<file path="src/rtl/ppu_timing_gen_pkg.sv">
// Shared types for the PPU line/frame timing generator: STAT modes and
// STAT interrupt-enable bit positions.
package ppu_timing_pkg;

  typedef enum logic [1:0] {
    MODE_HBLANK = 2'd0,
    MODE_VBLANK = 2'd1,
    MODE_OAM    = 2'd2,
    MODE_DRAW   = 2'd3
  } ppu_mode_t;

  localparam int STAT_IE_HBLANK = 0;
  localparam int STAT_IE_VBLANK = 1;
  localparam int STAT_IE_OAM    = 2;
  localparam int STAT_IE_LYC    = 3;

endpackage

</file>
<file path="src/rtl/ppu_timing_gen_tick_edge_pulse.sv">
// Rising-edge detector sampled only on dot ticks: one-clk pulse on the tick
// where cond is first seen high. clr drops the history so no edge survives it.
module tick_edge_pulse (
  input  logic clk,
  input  logic reset,
  input  logic clr,
  input  logic tick,
  input  logic cond,
  output logic pulse
);

  logic prev;

  always_ff @(posedge clk) begin
    if (reset || clr) begin
      prev <= 1'b0;
    end else if (tick) begin
      prev <= cond;
    end
  end

  assign pulse = tick & cond & ~prev & ~clr & ~reset;

endmodule

</file>
<file path="src/rtl/ppu_timing_gen.sv">
// PPU line/frame timing: dot/line counters, STAT mode, LYC compare,
// STAT and VBlank interrupt pulses and first-frame-after-enable flag.
module ppu_timing_gen
  import ppu_timing_pkg::*;
#(
  parameter int DOTS_PER_LINE     = 456,
  parameter int VISIBLE_LINES     = 144,
  parameter int TOTAL_LINES       = 154,
  parameter int OAM_SCAN_DOTS     = 80,
  parameter int LAST_LINE_LY0_DOT = 8,
  parameter int HCNT_W            = 9,
  parameter int LY_W              = 8
) (
  input  logic              clk,
  input  logic              reset,
  input  logic              slow_clk_en,
  input  logic              ppu_enable,
  input  logic              fetch_finish,
  input  logic [LY_W-1:0]   lyc,
  input  logic [3:0]        stat_ie,
  output logic [HCNT_W-1:0] hori_counter,
  output logic [LY_W-1:0]   ly,
  output logic [1:0]        mode,
  output logic              lyc_match,
  output logic              hblank_start,
  output logic              vblank_start,
  output logic              frame_start,
  output logic              stat_irq,
  output logic              vblank_irq,
  output logic              first_frame
);

  localparam logic [HCNT_W-1:0] LAST_DOT  = HCNT_W'(DOTS_PER_LINE - 1);
  localparam logic [LY_W-1:0]   LAST_LINE = LY_W'(TOTAL_LINES - 1);
  localparam logic [LY_W-1:0]   VIS_END   = LY_W'(VISIBLE_LINES);
  localparam logic [HCNT_W-1:0] OAM_END   = HCNT_W'(OAM_SCAN_DOTS);
  // One extra bit so LAST_LINE_LY0_DOT = DOTS_PER_LINE (disable) never aliases.
  localparam logic [HCNT_W:0]   LY0_DOT   = (HCNT_W+1)'(LAST_LINE_LY0_DOT);

  logic [HCNT_W-1:0] hcnt;
  logic [LY_W-1:0]   ly_reg;
  logic              active;
  logic              wrap_dot;
  logic              wrap_line;
  ppu_mode_t         mode_q;
  logic              stat_line;
  logic              hblank_cond;
  logic              vblank_cond;
  logic              enable_prev;

  assign active    = ppu_enable & ~reset;
  assign wrap_dot  = (hcnt == LAST_DOT);
  assign wrap_line = (ly_reg == LAST_LINE);

  always_ff @(posedge clk) begin
    if (reset || !ppu_enable) begin
      hcnt   <= '0;
      ly_reg <= '0;
    end else if (slow_clk_en) begin
      if (wrap_dot) begin
        hcnt   <= '0;
        ly_reg <= wrap_line ? '0 : ly_reg + 1'b1;
      end else begin
        hcnt <= hcnt + 1'b1;
      end
    end
  end

  // The last line reports LY=0 early so the CPU sees the new frame coming.
  always_comb begin
    ly = ly_reg;
    if (wrap_line && ({1'b0, hcnt} >= LY0_DOT)) ly = '0;
  end

  always_comb begin
    mode_q = MODE_HBLANK;
    if (!active)                 mode_q = MODE_HBLANK;
    else if (ly_reg >= VIS_END)  mode_q = MODE_VBLANK;
    else if (hcnt < OAM_END)     mode_q = MODE_OAM;
    else if (fetch_finish)       mode_q = MODE_HBLANK;
    else                         mode_q = MODE_DRAW;
  end

  assign mode         = mode_q;
  assign hori_counter = hcnt;
  assign lyc_match    = ppu_enable & (ly == lyc);

  // All sources OR into one line; the edge detector on it gives STAT blocking.
  assign stat_line = active & (
      (stat_ie[STAT_IE_HBLANK] & (mode_q == MODE_HBLANK)) |
      (stat_ie[STAT_IE_VBLANK] & (mode_q == MODE_VBLANK)) |
      (stat_ie[STAT_IE_OAM]    & (mode_q == MODE_OAM))    |
      (stat_ie[STAT_IE_LYC]    & lyc_match));

  assign hblank_cond = (mode_q == MODE_HBLANK) & ppu_enable;
  assign vblank_cond = (mode_q == MODE_VBLANK);

  tick_edge_pulse u_hblank (
    .clk   (clk),
    .reset (reset),
    .clr   (~ppu_enable),
    .tick  (slow_clk_en),
    .cond  (hblank_cond),
    .pulse (hblank_start)
  );

  tick_edge_pulse u_vblank (
    .clk   (clk),
    .reset (reset),
    .clr   (~ppu_enable),
    .tick  (slow_clk_en),
    .cond  (vblank_cond),
    .pulse (vblank_start)
  );

  tick_edge_pulse u_stat (
    .clk   (clk),
    .reset (reset),
    .clr   (~ppu_enable),
    .tick  (slow_clk_en),
    .cond  (stat_line),
    .pulse (stat_irq)
  );

  assign vblank_irq  = vblank_start;
  assign frame_start = slow_clk_en & active & wrap_dot & wrap_line;

  // Disable does not clear first_frame; only reset or the next VBlank does.
  always_ff @(posedge clk) begin
    if (reset) begin
      enable_prev <= 1'b0;
      first_frame <= 1'b0;
    end else begin
      enable_prev <= ppu_enable;
      if (ppu_enable && !enable_prev) first_frame <= 1'b1;
      else if (vblank_start)          first_frame <= 1'b0;
    end
  end

endmodule

</file>
<file path="config.mk">
export PLATFORM = sky130hd
export DESIGN_NAME = ppu_timing_gen
export DESIGN_NICKNAME = d
export VERILOG_FILES = /design/src/rtl/ppu_timing_gen_pkg.sv /design/src/rtl/ppu_timing_gen_tick_edge_pulse.sv /design/src/rtl/ppu_timing_gen.sv
export SDC_FILE = /design/constraint.sdc
export NUM_CORES = 1
export LEC_CHECK = 0
export ABC_AREA = 0
export BUFFER_PORTS_ARGS = -buffer_cell sky130_fd_sc_hd__buf_2
export CORE_MARGIN = 2
export CORE_UTILIZATION = 30
export DETAILED_ROUTE_END_ITERATION = 10
export PLACE_DENSITY = 0.55
export SYNTH_ARGS = -nofsm -noshare
export SYNTH_HDL_FRONTEND = slang
export SYNTH_SLANG_ARGS = --single-unit
</file>
<file path="constraint.sdc">
create_clock -name clk -period 2.6 [get_ports clk]
set_input_delay 0.52 -clock clk [delete_from_list [all_inputs] [get_ports clk]]
set_output_delay 0.52 -clock clk [all_outputs]
set_load 0.02 [all_outputs]
</file>
==> results.py <==
metrics = {
    "yosys": {
        "synth.most_common_cell": "nor2_1",
        "ys.flop_type": "dfxtp_1",
        "ys_warn_count": 0,
        "ys_ff_latch": 22,
        "synthCells": 166,
        "synth_nets": 188,
        "ys_top_cells_by_count": "nor2_1 (25), dfxtp_1 (22), nand2_1 (12), xor2_1 (11)",
        "synth.top_cell.area_share": 0.3296,
        "ys_seq_area_frac": 0.3296,
        "syn-cell-area_um2": 1336,
        "ys_top_cells_by_area": "dfxtp_1 (33%), xor2_1 (7.2%), nor2_1 (7.0%)",
        "yosysTopAreaCell": "dfxtp_1",
        "syn_avg_cell_area_um2": 8.050,
        "synthArstFlopShare": 0,
        "synth_edf_count": 0,
        "synth_cell_types": 39,
    },
    "setup_path": {
        "crit_arrival_ns": 2.43,
        "crit_type": "register to output port",
        "required_ns": 2.08,
        "cp_max_fo": 5,
        "critPathLaunchType": "register",
        "end_kind": "output port",
    },
    "die": {
        "die_x_um": 70.74,
        "ios": 43,
        "core_area_um2": 4324,
        "start_util": 0.3090,
        "die_y_um": 70.74,
        "num_rows": 24,
        "dieArea_um2": 5004,
    },
    "sta": {
        "fin_ws_ns": -0.3550,
        "slew_violations": 0,
        "setup_viol": 2,
        "relSlewSlack": 0.7524,
        "hold_violations": 0,
        "rsz0062_at_grt": "yes",
        "max_freq_mhz": 338.4,
        "tightest_slew_ns": 0.3686,
        "worst_clock_skew_ns": 0.005412,
        "post-route-period-util": 1.137,
        "timing.final.crit_period_ns": 2.955,
    },
    "run_status": {
        "violations": "setup timing",
        "outcome": "finished, violations left",
    },
    "routing": {
        "via_per_inst": 4.832,
        "drt-total-wl_mm": 3.450,
        "drt-pass1-iter-count": 4,
        "drtAntennaViolNets": 0,
        "drcViolationCount": 0,
        "wl_per_cell_um": 12.59,
        "vias": 1324,
        "drt_iter0_drc": 23,
    },
    "global_route": {
        "grt-busiest-layer": "met2",
        "grt_pass1_vias": 1238,
        "grt_overflow_total": 0,
        "antenna_found_initial": 0,
        "met3_usage": 0.01709,
        "grt_max_degree": 13,
        "use_met1": 0.1824,
        "grt_pass1_wl_mm": 5.492,
        "grt.met2_usage": 0.2243,
        "track_usage": 0.1379,
    },
    "power_and_ir_drop": {
        "powerDensity_nw_per_um2": 349.8,
        "power.total_w": 0.0006543,
        "ir_drop_v": 0.0001476,
        "p_leak_nw": 0.8340,
    },
    "layout": {
        "postLayoutCoreUtil": 0.4326,
        "seq_area_um2": 445.4,
        "n_antenna_cell": 0,
        "nNetsFinal": 245,
        "fillerInstances": 466,
        "final_area_um2": 1871,
        "multiInputGateArea_um2": 884.6,
        "drive_gt1_frac": 0.3874,
        "syn_to_final_growth_pct": 39.98,
        "largest_register_ffs": 9,
        "final_cells": 274,
    },
    "cts": {
        "holdBufCountCts": 0,
        "cts_tree": "yes",
        "cts.clk_slew.worst_paths_ns": 0.08,
        "clk_latency_ns": 0.27,
        "cts_max_path_buffers": 2,
        "htreeDepth": 1,
        "cts_buffers": 3,
        "cts-root-buf": "clkbuf_8",
        "clock_sinks": 22,
    },
    "placement": {
        "portBuffers": 42,
        "placed_area_um2": 1777,
        "numPlacedInstances": 268,
        "dp_hpwl_mm": 2.704,
        "gp_congestion": 0.7703,
        "preCtsSetupSlack_ns": -0.1931,
    },
    "hold_path": {
        "hold_class": "primary input to register",
    },
    "run": {
        "maxCapViolCount": 0,
    },
}
## routing by layer
metal / vias up / part of all wire
met1: 620 / 0.48
met5: - / 0
met3: 5 / 0.035
met4: 0 / 0.019
li1: 674 / -
met2: 25 / 0.46
## where the power goes
part / total [W] / internal [W] / switching, W
sequential: 0.000342 / 0.000339 / 0.00000272
combinational: 0.0000577 / 0.0000253 / 0.0000324
clock: 0.000255 / 0.000135 / 0.000119
## cell usage in the layout, fill, tap and decap left out, drive strengths merged, types with 2 or more instances in the layout
cell type,count
a31oi,2
nand2,12
o21ai,4
dfxtp,22
a2111oi,2
xor2,11
xnor2,9
nand2b,6
a21oi,5
a211oi,3
nand4,7
mux2i,3
inv,6
and2,3
buf,65
ha,5
nor2,25
nand3,3
nor3,5
clkbuf,4
and3,6
## through the flow
step / TNS [ns] / hold WS [ns]
6_report: -0.4742 / 0.4091
5_1_grt: -0.6699 / 0.4131
4_1_cts: -0.5028 / 0.4001
3_5_place_dp: -0.1931 / 0.4633
3_3_place_gp: -0.1673 / 0.4619
2_1_floorplan: -0.05929 / 0.4511
## critical path, cell delays in order (launching register included)
cell       delay, ns
dfxtp_4         0.35
inv_4           0.05
ha_4            0.11
or3b_4          0.38
a211o_4         0.36
a2111oi_4       0.34
o221ai_2        0.18
a211oi_4        0.24
buf_6           0.15
## worst paths after layout
check                            from                       end  slack [ns]  cells after the start
min                             reset  first_frame$_SDFFE_PP0P_        0.41                      2
min reg2reg  first_frame$_SDFFE_PP0P_  first_frame$_SDFFE_PP0P_        0.47                      2
max            ly_reg[1]$_SDFFE_PP0P_                  stat_irq       -0.35                      8
max reg2reg    ly_reg[1]$_SDFFE_PP0P_  u_stat.prev$_SDFFE_PP0P_        0.55                      8
## final cells by class
cell class,instances,share of cell area
Sequential cell,22,0.2381
Multi-Input combinational cell,125,0.4729
Timing Repair Buffer,65,0.2114
Inverter,6,0.01338
Tap cell,52,0.03478
Clock buffer,4,0.02943
## cell families (layout without fill, tap and decap cells)
| group | Yosys count | count (layout) | share of synthesized area |
|---|---|---|---|
| simple gates | 75 | 75 | 0.2875 |
| compound gates | 22 | 22 | 0.1161 |
| flops | 22 | 22 | 0.3296 |
| xor+xnor | 20 | 20 | 0.1311 |
| buf+inv | 19 | 75 | 0.06648 |
| fa+ha+maj | 5 | 5 | 0.04682 |
| mux | 3 | 3 | 0.02247 |
## what timing repair did
action | CTS | global route
resized for setup | 7 | 0
setup buffers | 1 | 1
endpoints found under the setup margin | 2 | 2
pin swaps | 3 | 1
Power figures use the tool's default switching activity.
